### src/rtl/seg7_scan_driver.sv
// rtl/seg7_scan_driver.sv - time-multiplexed N-digit hex driver for common-anode 7-segment banks
module seg7_scan_driver #(
  parameter int NUM_DIGITS   = 4,
  parameter int ON_CYCLES    = 8,
  parameter int BLANK_CYCLES = 2,
  parameter bit ACTIVE_LOW   = 1'b1
) (
  input  logic                    clk,
  input  logic                    rst,
  input  logic [4*NUM_DIGITS-1:0] data_i,
  input  logic                    load_i,
  input  logic [NUM_DIGITS-1:0]   digit_en_i,
  input  logic                    lz_blank_i,
  output logic [6:0]              seg_o,
  output logic [NUM_DIGITS-1:0]   an_o,
  output logic                    frame_o
);

  localparam int MAXC = (ON_CYCLES > BLANK_CYCLES) ? ON_CYCLES : BLANK_CYCLES;
  localparam int CW   = $clog2(MAXC + 1);
  localparam int IW   = $clog2(NUM_DIGITS) + 1;
  localparam int DW   = 4 * NUM_DIGITS;

  localparam logic [CW-1:0] ON_LAST  = CW'(ON_CYCLES - 1);
  localparam logic [CW-1:0] BL_LAST  = CW'(BLANK_CYCLES - 1);
  localparam logic [IW-1:0] IDX_LAST = IW'(NUM_DIGITS - 1);

  // Idle (dark) levels in pin polarity
  localparam logic [6:0]            SEG_OFF = ACTIVE_LOW ? 7'h7F : 7'h00;
  localparam logic [NUM_DIGITS-1:0] AN_OFF  = ACTIVE_LOW ? {NUM_DIGITS{1'b1}} : {NUM_DIGITS{1'b0}};

  typedef enum logic {ST_BLANK, ST_SHOW} state_t;

  state_t          state, state_n;
  logic [CW-1:0]   cnt, cnt_n;
  logic [IW-1:0]   idx, idx_n;
  logic [DW-1:0]   shadow, shadow_n;
  logic [DW-1:0]   captured, captured_n;
  logic            pending, pending_n;
  logic            boundary;
  logic            frame_n;
  logic [NUM_DIGITS-1:0] lzb;
  logic [NUM_DIGITS-1:0] an_on;
  logic [3:0]      nib;
  logic [6:0]      code;
  logic            zero_above;

  // Active-low segment code for one hex nibble
  function automatic logic [6:0] decode(input logic [3:0] n);
    case (n)
      4'h0: decode = 7'h40;
      4'h1: decode = 7'h79;
      4'h2: decode = 7'h24;
      4'h3: decode = 7'h30;
      4'h4: decode = 7'h19;
      4'h5: decode = 7'h12;
      4'h6: decode = 7'h02;
      4'h7: decode = 7'h78;
      4'h8: decode = 7'h00;
      4'h9: decode = 7'h10;
      4'hA: decode = 7'h08;
      4'hB: decode = 7'h03;
      4'hC: decode = 7'h46;
      4'hD: decode = 7'h21;
      4'hE: decode = 7'h06;
      default: decode = 7'h0E;
    endcase
  endfunction

  // Scan sequencing, frame-synchronous word capture, and next-cycle output values
  always_comb begin
    state_n    = state;
    cnt_n      = cnt + 1'b1;
    idx_n      = idx;
    boundary   = 1'b0;
    shadow_n   = shadow;
    captured_n = captured;
    pending_n  = pending;
    lzb        = '0;
    an_on      = '0;
    nib        = 4'h0;
    code       = 7'h7F;
    zero_above = 1'b1;
    frame_n    = 1'b0;

    case (state)
      ST_BLANK: begin
        if (cnt == BL_LAST) begin
          state_n = ST_SHOW;
          cnt_n   = '0;
        end
      end
      default: begin
        if (cnt == ON_LAST) begin
          state_n = ST_BLANK;
          cnt_n   = '0;
          if (idx == IDX_LAST) begin
            idx_n    = '0;
            boundary = 1'b1;
          end else begin
            idx_n = idx + 1'b1;
          end
        end
      end
    endcase

    // The shadow only changes at the frame boundary, so a frame never mixes words
    if (boundary) begin
      pending_n = 1'b0;
      if (load_i)       shadow_n = data_i;
      else if (pending) shadow_n = captured;
    end else if (load_i) begin
      captured_n = data_i;
      pending_n  = 1'b1;
    end

    // Leading-zero mask scanned from the most significant digit down; digit 0 never masked
    for (int k = NUM_DIGITS - 1; k >= 1; k--) begin
      zero_above = zero_above && (shadow_n[4*k +: 4] == 4'h0);
      lzb[k]     = lz_blank_i && zero_above;
    end

    if (state_n == ST_SHOW) begin
      for (int k = 0; k < NUM_DIGITS; k++) begin
        if (idx_n == IW'(k)) begin
          an_on[k] = digit_en_i[k] && !lzb[k];
          nib      = shadow_n[4*k +: 4];
        end
      end
    end

    if (|an_on) code = decode(nib);

    frame_n = (state_n == ST_SHOW) && (idx_n == IDX_LAST) && (cnt_n == ON_LAST);
  end

  // State and registered pin outputs; outputs are loaded with the values for the cycle being entered
  always_ff @(posedge clk or posedge rst) begin
    if (rst) begin
      state    <= ST_BLANK;
      cnt      <= '0;
      idx      <= '0;
      shadow   <= '0;
      captured <= '0;
      pending  <= 1'b0;
      seg_o    <= SEG_OFF;
      an_o     <= AN_OFF;
      frame_o  <= 1'b0;
    end else begin
      state    <= state_n;
      cnt      <= cnt_n;
      idx      <= idx_n;
      shadow   <= shadow_n;
      captured <= captured_n;
      pending  <= pending_n;
      seg_o    <= ACTIVE_LOW ? code : ~code;
      an_o     <= ACTIVE_LOW ? ~an_on : an_on;
      frame_o  <= frame_n;
    end
  end

endmodule

### config.mk
export PLATFORM = sky130hd
export DESIGN_NAME = seg7_scan_driver
export DESIGN_NICKNAME = d
export VERILOG_FILES = /design/src/rtl/seg7_scan_driver.sv
export SDC_FILE = /design/constraint.sdc
export NUM_CORES = 1
export LEC_CHECK = 0
export CELL_PAD_IN_SITES_DETAIL_PLACEMENT = 1
export CELL_PAD_IN_SITES_GLOBAL_PLACEMENT = 1
export CORE_ASPECT_RATIO = 0.9
export CORE_MARGIN = 2
export CORE_UTILIZATION = 30
export DETAILED_ROUTE_END_ITERATION = 8
export HOLD_SLACK_MARGIN = 0.08
export PLACE_DENSITY = 0.55
export SKIP_LAST_GASP = 1
export SYNTH_ARGS = -nofsm -noshare
export SYNTH_HDL_FRONTEND = slang
export SYNTH_SLANG_ARGS = --single-unit
### constraint.sdc
create_clock -name clk -period 3.7 [get_ports clk]
set_clock_uncertainty 0.05 [all_clocks]
set_input_delay 0.555 -clock clk [delete_from_list [all_inputs] [get_ports clk]]
set_output_delay 0.555 -clock clk [all_outputs]
set_load 0.02 [all_outputs]
# Yosys cells after proc, flatten, opt, wreduce, memory -nomap -nowiden
# Memories as Yosys holds them, arrays and structs flattened.
# Index checks and enable logic that the tools add are counted.
# W data, S select, Z words.
word_totals:
  register_bits: 53
  rom_bits: 112
  out_inout_bits: 12
  word_cells: 69
  mem_count: 1
op_classes:
  addsub: 2
  n_eq_ne: 7
  muxes: 28
  bitwise_logic: 2
  n_reduce_logical: 20
mem_list:
  columns: ["name", "words", "word_bits", "rd", "rd_ports_with_merged_regs", "write_ports", "line_no", "source"]
  rows:
  - ["(name not given)", 16, 7, 1, 0, 0, "50", "case (n)"]
op_table:
  columns: ["cell", "n"]
  rows:
  - ["$mux W16", 3]
  - ["$mux W4", 9]
  - ["$logic_not A4 Y1", 3]
  - ["$mux W1", 12]
  - ["$logic_and A1 B1 Y1", 10]
  - ["$eq A3 B2 Y1 const B", 3]
  - ["$mux W3", 3]
  - ["$eq A4 B3 Y1 const B", 2]
  - ["$mux W7", 1]
  - ["$add A4 B1 Y4 const B", 1]
  - ["$eq A4 B1 Y1 const B", 1]
  - ["$not A4 Y4", 1]
  - ["$reduce_or A4 Y1", 1]
  - ["$add A3 B1 Y3 const B", 1]
  - ["$eq A3 B1 Y1 const B", 1]
  - ["$logic_not A1 Y1", 3]
  - ["$logic_not A3 Y1", 1]
  - ["$reduce_and A2 Y1", 1]
  - ["$reduce_bool A2 Y1", 1]
  - ["$not A1 Y1", 1]

# Depth between registers and ports, before layout
# Gate-level depths: netlist (run 1).
depth:
  depth_word: 15
  ltp_mapped: 14
  ltp_nobuf: 12

# Least setup slack after synthesis (run 1)
# No wires, ideal clock.
synth_timing:
  path_kind: "register to register"
  startpoint: "register idx[0]"
  endpoint: "register seg_o[5]"
  setup_time_ns: 0.089
  t_arrival_ns: 2.997
  path_slack_ns: 0.563
  stages_incl_launch_ff: 14
  synth_period_minus_slack_ns: 3.137
  cell_sequence: "dfrtp_1 ha_1 nor2b_1 buf_4 buf_4 a41oi_2 o221a_2 nor2_1 o32ai_1 inv_1 ha_1 mux2_1 nand2_1 o211ai_1"
synth_via:
  elab_chain_len: 15
  word_cells_on_any_way: 40
  cone_classes: "add/sub (1); eq/ne (4); mux (18); reduce/logical (16); memory (1)"
synth_lines:
  columns: ["item", "line_no", "source"]
  rows:
  - ["start: declaration", "36", "logic [IW-1:0] idx, idx_n;"]
  - ["start signal: assignment", "152", "idx <= idx_n;"]
  - ["$eq A3 B2 Y1 *", "97", "if (idx == IDX_LAST) begin"]
  - ["$mux W1 *", "97", null]
  - ["$mux W1 *", "94", "if (cnt == ON_LAST) begin"]
  - ["$mux W1 *", "86", "case (state)"]
  - ["$mux W16 *", "108", "if (boundary) begin"]
  - ["net shadow_n[13]", "37", "logic [DW-1:0] shadow, shadow_n;"]
  - ["$logic_not A4 Y1", "119", "zero_above = zero_above && (shadow_n[4*k +: 4] == 4'h0);"]
  - ["$logic_and A1 B1 Y1 (2 in series)", "119", null]
  - ["$logic_and A1 B1 Y1", "120", "lzb[k] = lz_blank_i && zero_above;"]
  - ["$logic_not A1 Y1", "126", "an_on[k] = digit_en_i[k] && !lzb[k];"]
  - ["$logic_and A1 B1 Y1", "126", null]
  - ["$mux W1", "125", "if (idx_n == IW'(k)) begin"]
  - ["$mux W4", "123", "if (state_n == ST_SHOW) begin"]
  - ["$reduce_or A4 Y1", "132", "if (|an_on) code = decode(nib);"]
  - ["$mux W7 *", "132", null]
  - ["net code[5]", "45", "logic [6:0] code;"]
  - ["end signal: assignment", "156", "seg_o <= ACTIVE_LOW ? code : ~code;"]
  - ["end: declaration", "14", "output logic [6:0] seg_o,"]
# Mark *: on every way through the listed nets, which the timed path passes. The rest lies on a longest branch.
# A chain may end at the register's enable or synchronous reset.

# Worst setup path in the final report (run 1)
layout_timing:
  startpoint: "register idx[0]"
  endpoint: "register seg_o[3]"
layout_via:
  word_cells_on_any_way: 40
  cone_classes: "add/sub (1); eq/ne (4); mux (18); reduce/logical (16); memory (1)"
layout_lines:
  columns: ["item", "line_no"]
  rows:
  - ["$eq A3 B2 Y1 *", "97"]
  - ["$mux W1 *", "97"]
  - ["$mux W1 *", "94"]
  - ["$mux W1 *", "86"]
  - ["$mux W16 *", "108"]
  - ["net shadow_n[4]", "37"]
  - ["branches (longest 8 deep; another with $mem_v2 Z16 W7)", null]
  - ["$mux W7 *", "132"]
  - ["net code[3]", "45"]
# Mark *: on every way through the listed nets, which the timed path passes.

==> results.md, run 1 <==
- Outcome: finished, final reports clean
- Initial DRC Count: 53
- Fin nets: 349
- Maximum vdd drop: 0.145 mV
- Critical path class: flip-flop to flip-flop
- Crit path time final: 3210 ps
- Total wire length: 7780 um
- Core footprint: 0.00966 mm2
- Place WS: 289 ps
- Pleak: 0.00144 uW
- Initial Utilization: 30.8%
- Pins over their slew limit: 0
- First-pass DRT Iterations: 4
- Final Cycle Share: 86.9%
- Placement Cell Area: 0.00348 mm2
- # setup viols final: 0
- GRT Residual Overflow: 0
- CP Max Fanout: 10
- Setup bufs post-CTS: 0
- Cells after synthesis: 275
- Die W: 109 um
- Post-CTS sizing: 0
- Finished Layout Cells: 443
- Fill cells: 1095
- EDFF count, synth: 0
- Worst Path Arrival: 3410 ps
- Seq pwr share: 54.3%
- CTS buffer count: 5
- Sequential fraction of the synthesis area: 45.1%
- Post-Syn Area per Cell: 10.8 um2
- Clk_lat worst skew: 310 ps
- Worst Hold Class: flip-flop to flip-flop
- Num rows: 34
- Synth async-reset ratio: 100%
- Switching Power: 316 uW
- # IOs: 36
- Comb power frac: 15.3%
- Worst setup margin: 486 ps
- Diodes inserted: 0
- Final HPWL DP: 5570 um
- Hold Worst Slack: 459 ps
- Cell variety after synth: 61
- Detail Route Antenna Nets: 0
- Switching share of total power: 25.9%
- Worst setup EP type: flip-flop
- Final hold violations: 0
- YS warnings: 0
- Power per cell area: 340 mW/mm2
- Pin count of the biggest net entering global routing: 46
- Vias in the first global route: 2399
- Int Pwr: 903 uW
- Hold_buf cts: 0
- # DRC: 0
- Fin Setup TNS: 0 ps
- CTS clk-pin slew, worst paths: 100 ps
- Worst path required time: 3900 ps
- GRT Total Usage: 15.4%
- Worst Max-Slew Pin Slew: 1040 ps
- Fraction of layout cells with a size suffix above 1: 22.7%
- DR vias/cell: 5.15
- Inst Count DP: 435
- H-tree levels: 2
- Initial antenna violation count: 0
- Mapped cell area: 0.00297 mm2
- Drt wl/cell: 17.6 um
- Final instance area: 0.00358 mm2
- CTS tree: done
- Via count: 2281
- Slew HR: 30.4%
- Root Buffer: clkbuf_8
- CTS Sinks: 53
- First-pass GRT wire length: 12800 um
- Clock power share: 30.4%
- Mapped Nets: 308
- Synth-to-Final Area Change: 20.5%
- Number of synthesized register bits: 53
- I/O Buffers: 35
- CP startpoint kind: flip-flop
- Top FF cell, synth: dfrtp_1
- RSZ-0062 raised after global routing: false
- Die outline height: 98.4 um
- GP Congestion: 0.781
- Max Fclk: 311 MHz
- MaxCap Viol Count: 0
- Clock buffer depth: 2
- Die Area: 0.0107 mm2
[placed cells by master, fill, tap and decap left out, types with 4 or more instances in the layout]
cell type,synthesis,layout
dfrtp_1,42,42
clkdlybuf4s50_1,0,35
nor2_1,24,24
inv_1,20,19
mux2_2,16,16
nand2_1,11,11
dfstp_2,11,11
buf_4,3,11
mux2i_1,10,10
o221a_2,9,9
ha_1,9,9
a21oi_1,8,8
a41oi_1,7,7
or3_1,7,7
clkbuf_8,0,7
nor2b_1,6,6
o21ai_0,5,5
nand2b_1,5,5
a31oi_1,5,5
nor3b_1,5,5
nand4_1,4,4
[worst paths after layout]
kind	endpoint	start	depth (start not counted)	slack, ps
hold / removal	captured[3]	captured[3]	1	460
min in group asynchronous	frame_o	rst	2	760
hold reg to reg	captured[3]	captured[3]	1	460
setup / recovery	seg_o[3]	idx[0]	13	490
setup reg to reg	seg_o[3]	idx[0]	13	490
max in group asynchronous	an_o[2]	rst	3	2040
[critical path, cell delays in order, from the launching register on]
cell and delay, ps:
dfrtp_1 490, ha_1 310, nor2b_1 210, buf_4 240, nand4_1 120, a21oi_1 180, a221o_1 170, mux2i_1 100
o22ai_1 380, inv_1 180, ha_1 330, mux2i_1 60, mux2_2 260, nand2_1 70
[layer usage]
layer  share of wire (%)  global-route usage (%)  vias to the layer above
met5                   0                       0                        -
met4                0.99                    3.55                        0
met1                  50                    22.0                     1150
met2                  47                    24.3                       23
met3                 2.2                    2.58                        7
li1                    -                       -                     1101
[cells in the mapped netlist (7+ instances only)]
library cell  count  area share [%]
nor2_1           24             3.0
dfrtp_1          42              35
mux2_2           16             6.1
nand2_1          11             1.4
ha_1              9             3.8
dfstp_2          11             9.7
a41oi_1           7             2.1
or3_1             7             1.5
inv_1            20             2.5
mux2i_1          10             3.4
o221a_2           9             3.4
a21oi_1           8             1.3
[area by class of cell]
cell class / instances / area [um2] / area share, %
flip-flops and latches: 53 / 1340 / 37.4
inverters: 21 / 78.8 / 2.20
repair buffers: 46 / 433 / 12.1
well taps: 126 / 158 / 4.40
multi-input cells: 189 / 1470 / 41.1
clock buffers: 7 / 96.3 / 2.69
clock inverters: 1 / 5.00 / 0.140
[through the flow]
step,utilization [%],total power (uW)
after floorplan,-,776
after global placement,36.1,860
after detailed placement,36.1,862
after CTS,37.1,1240
after global routing,37.1,1280
final,37.1,1220
[registers in the layout (all words and copies together), names as in the netlist]
register and count:
state 1, captured 16, shadow 16, seg_o 7, idx 3, pending 1
an_o 4, cnt 4, frame_o 1
[cell families (layout without fill, tap and decap cells)]
kind of cell / after synthesis / after routing / synth area share, %
AOI/OAI and AO/OA: 65 / 65 / 18.2
adders and majority gates: 9 / 9 / 3.79
muxes: 28 / 28 / 10.3
DFF: 53 / 53 / 45.1
and+or+nand+nor: 87 / 87 / 17.3
buffers and inverters: 33 / 75 / 5.39
[power by group through the flow]
stage               combinational, uW  sequential [uW]  clock, uW
global route                      203              669        406
CTS                               191              662        392
floorplan                        95.1              681          0
detailed placement                190              672          0
finish                            187              662        370
global placement                  188              672          0
Note: power is estimated with default switching activity, not from simulation.
==> run 2: changes to the inputs <==
--- a/config.mk
+++ b/config.mk
@@ -7,12 +7,12 @@
 export LEC_CHECK = 0
 export CELL_PAD_IN_SITES_DETAIL_PLACEMENT = 1
 export CELL_PAD_IN_SITES_GLOBAL_PLACEMENT = 1
-export CORE_ASPECT_RATIO = 0.9
+export CORE_ASPECT_RATIO = 1.75
 export CORE_MARGIN = 2
-export CORE_UTILIZATION = 30
+export CORE_UTILIZATION = 44
 export DETAILED_ROUTE_END_ITERATION = 8
 export HOLD_SLACK_MARGIN = 0.08
-export PLACE_DENSITY = 0.55
+export PLACE_DENSITY = 0.77
 export SKIP_LAST_GASP = 1
 export SYNTH_ARGS = -nofsm -noshare
 export SYNTH_HDL_FRONTEND = slang
==> results.md, run 2 (same netlist as run 1, synthesis figures left out) <==
- Num rows: 39
- CP startpoint kind: flip-flop
- Largest registers: captured: 16 flops, shadow: 16 flops, seg_o: 7 flops
- Final Cycle Share: 88.7%
- Max Fclk: 305 MHz
- # setup viols final: 0
- Clk_lat worst skew: 300 ps
- CTS buffer count: 5
- Maximum vdd drop: 0.425 mV
- Worst Path Arrival: 3470 ps
- Pleak: 0.00146 uW
- Slowest stage delay, CP: 490 ps
- Fraction of layout cells with a size suffix above 1: 21.8%
- Initial antenna violation count: 0
- Final hold violations: 0
- Slew HR: 35.9%
- CTS clk-pin slew, worst paths: 60 ps
- Delay-heaviest family, CP: compound AO/OA/AOI/OAI gates
- Worst Max-Slew Pin Slew: 962 ps
- Diodes inserted: 0
- Power per cell area: 372 mW/mm2
- Die outline height: 113 um
- Initial DRC Count: 89
- GRT Total Usage: 23.3%
- CP Max Fanout: 22
- First-pass DRT Iterations: 4
- Fill cells: 750
- First-pass GRT wire length: 13200 um
- Crit path time final: 3280 ps
- WP buf/inv: 1
- Via count: 2336
- CTS Sinks: 53
- Critical path class: flip-flop to flip-flop
- Detail Route Antenna Nets: 0
- Worst path required time: 3890 ps
- Outcome: finished, final reports clean
- # IOs: 36
- Critical-path cell list: ha_1 > and4b_4 > nand4_1 > a21oi_1 > a221o_1 > mux2i_1 > o22ai_1 > inv_1 > ha_1 > mux2i_1 > mux2_2 > nand2_1
- DR vias/cell: 5.87
- FF-to-FF setup slack: 420 ps
- Root Buffer: clkbuf_16
- Inst Count DP: 390
- H-tree levels: 2
- Total wire length: 7860 um
- Fin nets: 348
- Most frequent cells in the layout: dfrtp_1, clkdlybuf4s50_1, nor2_1
- # DRC: 0
- Clock buffer depth: 2
- Vias in the first global route: 2635
- Core footprint: 0.00654 mm2
- Die Area: 0.00746 mm2
- Hold_buf cts: 0
- RSZ-0062 raised after global routing: false
- Place WS: 230 ps
- MaxCap Viol Count: 0
- Core Util, Final: 54.5%
- Synth-to-Final Area Change: 19.9%
- Setup bufs post-CTS: 0
- Worst setup margin: 418 ps
- Commonest non-fill, non-tap cell in the layout: dfrtp_1
- Final HPWL DP: 5780 um
- Initial Utilization: 45.5%
- Worst Hold Class: flip-flop to flip-flop
- Worst setup EP type: flip-flop
- GRT Residual Overflow: 0
- Pin count of the biggest net entering global routing: 31
- CTS tree: done
- Max stage delay cell, worst path: and4b_4
- Finished Layout Cells: 398
- Post-CTS sizing: 0
- Pins over their slew limit: 0
- Die W: 66.1 um
- I/O Buffers: 35
- Drt wl/cell: 19.7 um
- GP Congestion: 0.855
- Fin Setup TNS: 0 ps
## run 2: cell count changes in the layout (fill, tap and decap cells not counted)
| cell | previous run | this run |
|---|---|---|
| clkinv_2 | 1 | 0 |
| clkbuf_1 | 0 | 2 |
| buf_4 | 11 | 10 |
| clkbuf_8 | 7 | 1 |
| clkbuf_16 | 0 | 5 |
## run 2: stage by stage
step	total power (uW)	hold WS (ps)	area [um2]
after floorplan	776	401	2970
after global placement	856	439	3420
after detailed placement	862	444	3420
after CTS	1340	459	3570
after global routing	1370	481	3570
final	1330	457	3570
## run 2: per-layer routing
| metal | part of all wire [%] | vias to the layer above | GRT usage [%] |
|---|---|---|---|
| li1 | - | 1095 | - |
| met4 | 2.3 | 0 | 8.57 |
| met2 | 57 | 24 | 43.1 |
| met3 | 2.0 | 11 | 3.68 |
| met5 | 0 | - | 0 |
| met1 | 39 | 1206 | 25.9 |
## run 2: worst reg2reg max path, delay by kind of cell, from the launching register on
| family | cells | cell delay, ps |
|---|---|---|
| AO/OA/AOI/OAI | 3 | 780 |
| AND/OR/NAND/NOR | 3 | 710 |
| adder cells (fa/ha/maj) | 2 | 620 |
| multiplexers | 3 | 450 |
| flip-flops | 1 | 420 |
| buffers and inverters | 1 | 180 |
## run 2: worst paths after layout
path                                   start           end  depth (start not counted)
worst min-delay path            captured[13]  captured[13]                          1
worst min register to register  captured[13]  captured[13]                          1
worst max register to register        cnt[0]      seg_o[3]                         12
min in group asynchronous                rst   captured[7]                          2
worst max-delay path                  cnt[0]      seg_o[3]                         12
max in group asynchronous                rst       an_o[0]                          3
## run 2: power breakdown
group | internal (uW) | switching (uW) | total [uW]
logic | 97.0 | 90.4 | 187
clock network | 270 | 207 | 478
registers | 637 | 26.2 | 663
## run 2: cell type report
type	count	area, um2	area share (%)
clock buffer	8	146	4.11
inverter	21	78.8	2.21
multi-input combinational	189	1470	41.3
sequential	53	1340	37.6
tap	82	103	2.88
timing repair buffer	45	425	11.9
==> run 3: changes to the inputs <==
--- a/config.mk
+++ b/config.mk
@@ -5,14 +5,17 @@
 export SDC_FILE = /design/constraint.sdc
 export NUM_CORES = 1
 export LEC_CHECK = 0
+export ABC_AREA = 0
 export CELL_PAD_IN_SITES_DETAIL_PLACEMENT = 1
 export CELL_PAD_IN_SITES_GLOBAL_PLACEMENT = 1
 export CORE_ASPECT_RATIO = 1.75
 export CORE_MARGIN = 2
-export CORE_UTILIZATION = 44
+export CORE_UTILIZATION = 50
 export DETAILED_ROUTE_END_ITERATION = 8
+export DONT_BUFFER_PORTS = 1
+export GPL_TIMING_DRIVEN = 0
 export HOLD_SLACK_MARGIN = 0.08
-export PLACE_DENSITY = 0.77
+export PLACE_DENSITY = 0.76
 export SKIP_LAST_GASP = 1
 export SYNTH_ARGS = -nofsm -noshare
 export SYNTH_HDL_FRONTEND = slang
==> results.md, run 3 (same netlist as run 1, synthesis figures left out) <==
- Synth-to-Final Area Change: 8.46%
- GRT Total Usage: 24.7%
- # DRC: 0
- Comb power frac: 11.0%
- Worst Hold Class: input pin to flip-flop
- Slew HR: 58.1%
- Die Area: 0.00660 mm2
- Fin Setup TNS: 0 ps
- Final HPWL DP: 5670 um
- Crit path time final: 3330 ps
- Most frequent cells in the layout: dfrtp_1, nor2_1, inv_1
- Switching Power: 292 uW
- Critical path class: flip-flop to flip-flop
- Fraction of layout cells with a size suffix above 1: 24.4%
- Fin nets: 319
- CTS tree: done
- Pins over their slew limit: 0
- CP startpoint kind: flip-flop
- Worst Max-Slew Pin Slew: 625 ps
- GP Congestion: 0.827
- Clock buffer depth: 2
- H-tree levels: 2
- Hold Worst Slack: 331 ps
- Final instance area: 0.00322 mm2
- Switching share of total power: 25.6%
- CTS clk-pin slew, worst paths: 90 ps
- Root Buffer: clkbuf_8
- MaxCap Viol Count: 0
- Die W: 62.3 um
- I/O Buffers: 0
- CTS Sinks: 53
- Clk_lat worst skew: 310 ps
- Seq pwr share: 59.5%
- CTS buffer count: 5
- Vias in the first global route: 2455
- Total wire length: 7530 um
- Via count: 2240
- Fill cells: 687
- GRT Residual Overflow: 0
- Initial Utilization: 51.0%
- Max Fclk: 300 MHz
- Outcome: finished, final reports clean
- DR vias/cell: 6.14
- Drt wl/cell: 20.6 um
- First-pass DRT Iterations: 5
- Detail Route Antenna Nets: 0
- Diodes inserted: 0
- Worst Path Arrival: 3510 ps
- Core Util, Final: 55.3%
- Final hold violations: 0
- Total power draw: 1140 uW
- Placement Cell Area: 0.00309 mm2
- CP Max Fanout: 10
- Core footprint: 0.00583 mm2
- Commonest non-fill, non-tap cell in the layout: dfrtp_1
- Initial DRC Count: 100
- RSZ-0062 raised after global routing: false
- # setup viols final: 0
- Clock power share: 29.5%
- Final Cycle Share: 90.1%
- Num rows: 37
- Die outline height: 106 um
- First-pass GRT wire length: 12600 um
- Worst setup EP type: flip-flop
- Worst path required time: 3880 ps
- Int Pwr: 850 uW
- Pin count of the biggest net entering global routing: 34
- Multi-input logic area: 0.00149 mm2
- Flip-flop and latch area: 0.00134 mm2
- Pleak: 0.00131 uW
- Initial antenna violation count: 0
- Maximum vdd drop: 0.303 mV
- Power per cell area: 354 mW/mm2
- # IOs: 36
- Largest registers: captured: 16 flops, shadow: 16 flops, seg_o: 7 flops
run 3: cell types whose count changed in the layout (fill, tap and decap cells not counted), sizes merged:
cell,previous run,this run
clkbuf,8,13
clkdlybuf4s50,35,0
dlygate4sd3,0,1
run 3: worst paths after layout:
path / start / end / slack [ps] / depth (start not counted)
max: cnt[0] / seg_o[5] / 370 / 13
min: data_i[6] / captured[6] / 330 / 1
max reg2reg: cnt[0] / seg_o[5] / 370 / 13
min reg2reg: captured[8] / captured[8] / 450 / 2
max in group asynchronous: rst / seg_o[2] / 2320 / 3
min in group asynchronous: rst / captured[6] / 660 / 2
run 3: routing by layer:
layer  share of wire [%]  global-route usage [%]  wire length (um)
met5                   0                       0                 0
met4                 3.2                    12.5               238
met3                 3.1                    5.19               232
met2                  54                    45.0              4070
met1                  40                    26.9              2980
run 3: stage by stage:
stage / std cells / setup slack, ps
floorplan: 275 / 563
global placement: 353 / -58.2
detailed placement: 354 / -94.6
CTS: 363 / 106
global route: 365 / 144
finish: 365 / 366
run 3: repair_timing:
item	4_1_cts	5_1_grt
setup buffers	0	2
setup endpoints to repair	2	4
gates cloned	0	0
hold endpoints to repair	2	0
resized for setup	1	2
hold buffers	1	0
run 3: final cells by class:
type / instances / share of cell area, %
Buffer: 12 / 2.52
Timing Repair Buffer: 4 / 1.40
Inverter: 21 / 2.44
Tap cell: 78 / 3.03
Clock buffer: 8 / 2.79
Sequential cell: 53 / 41.6
Multi-Input combinational cell: 189 / 46.3
run 3: worst max-delay path, stage by stage, from the launching register on:
cell	delay [ps]
dfrtp_1	430
ha_1	280
nand4b_1	170
buf_4	200
nor2_4	290
a31oi_1	130
o21ai_0	290
mux2i_1	180
o32ai_2	310
inv_1	150
ha_1	280
mux2_1	310
nand2_1	70
o211ai_1	100
run 3: power groups by stage:
stage | Combinational [uW] | Clock [uW] | Sequential [uW]
after global placement | 118 | 0 | 687
after global routing | 137 | 369 | 685
after floorplan | 95.1 | 0 | 681
after CTS | 126 | 356 | 679
after detailed placement | 124 | 0 | 690
final | 126 | 337 | 679
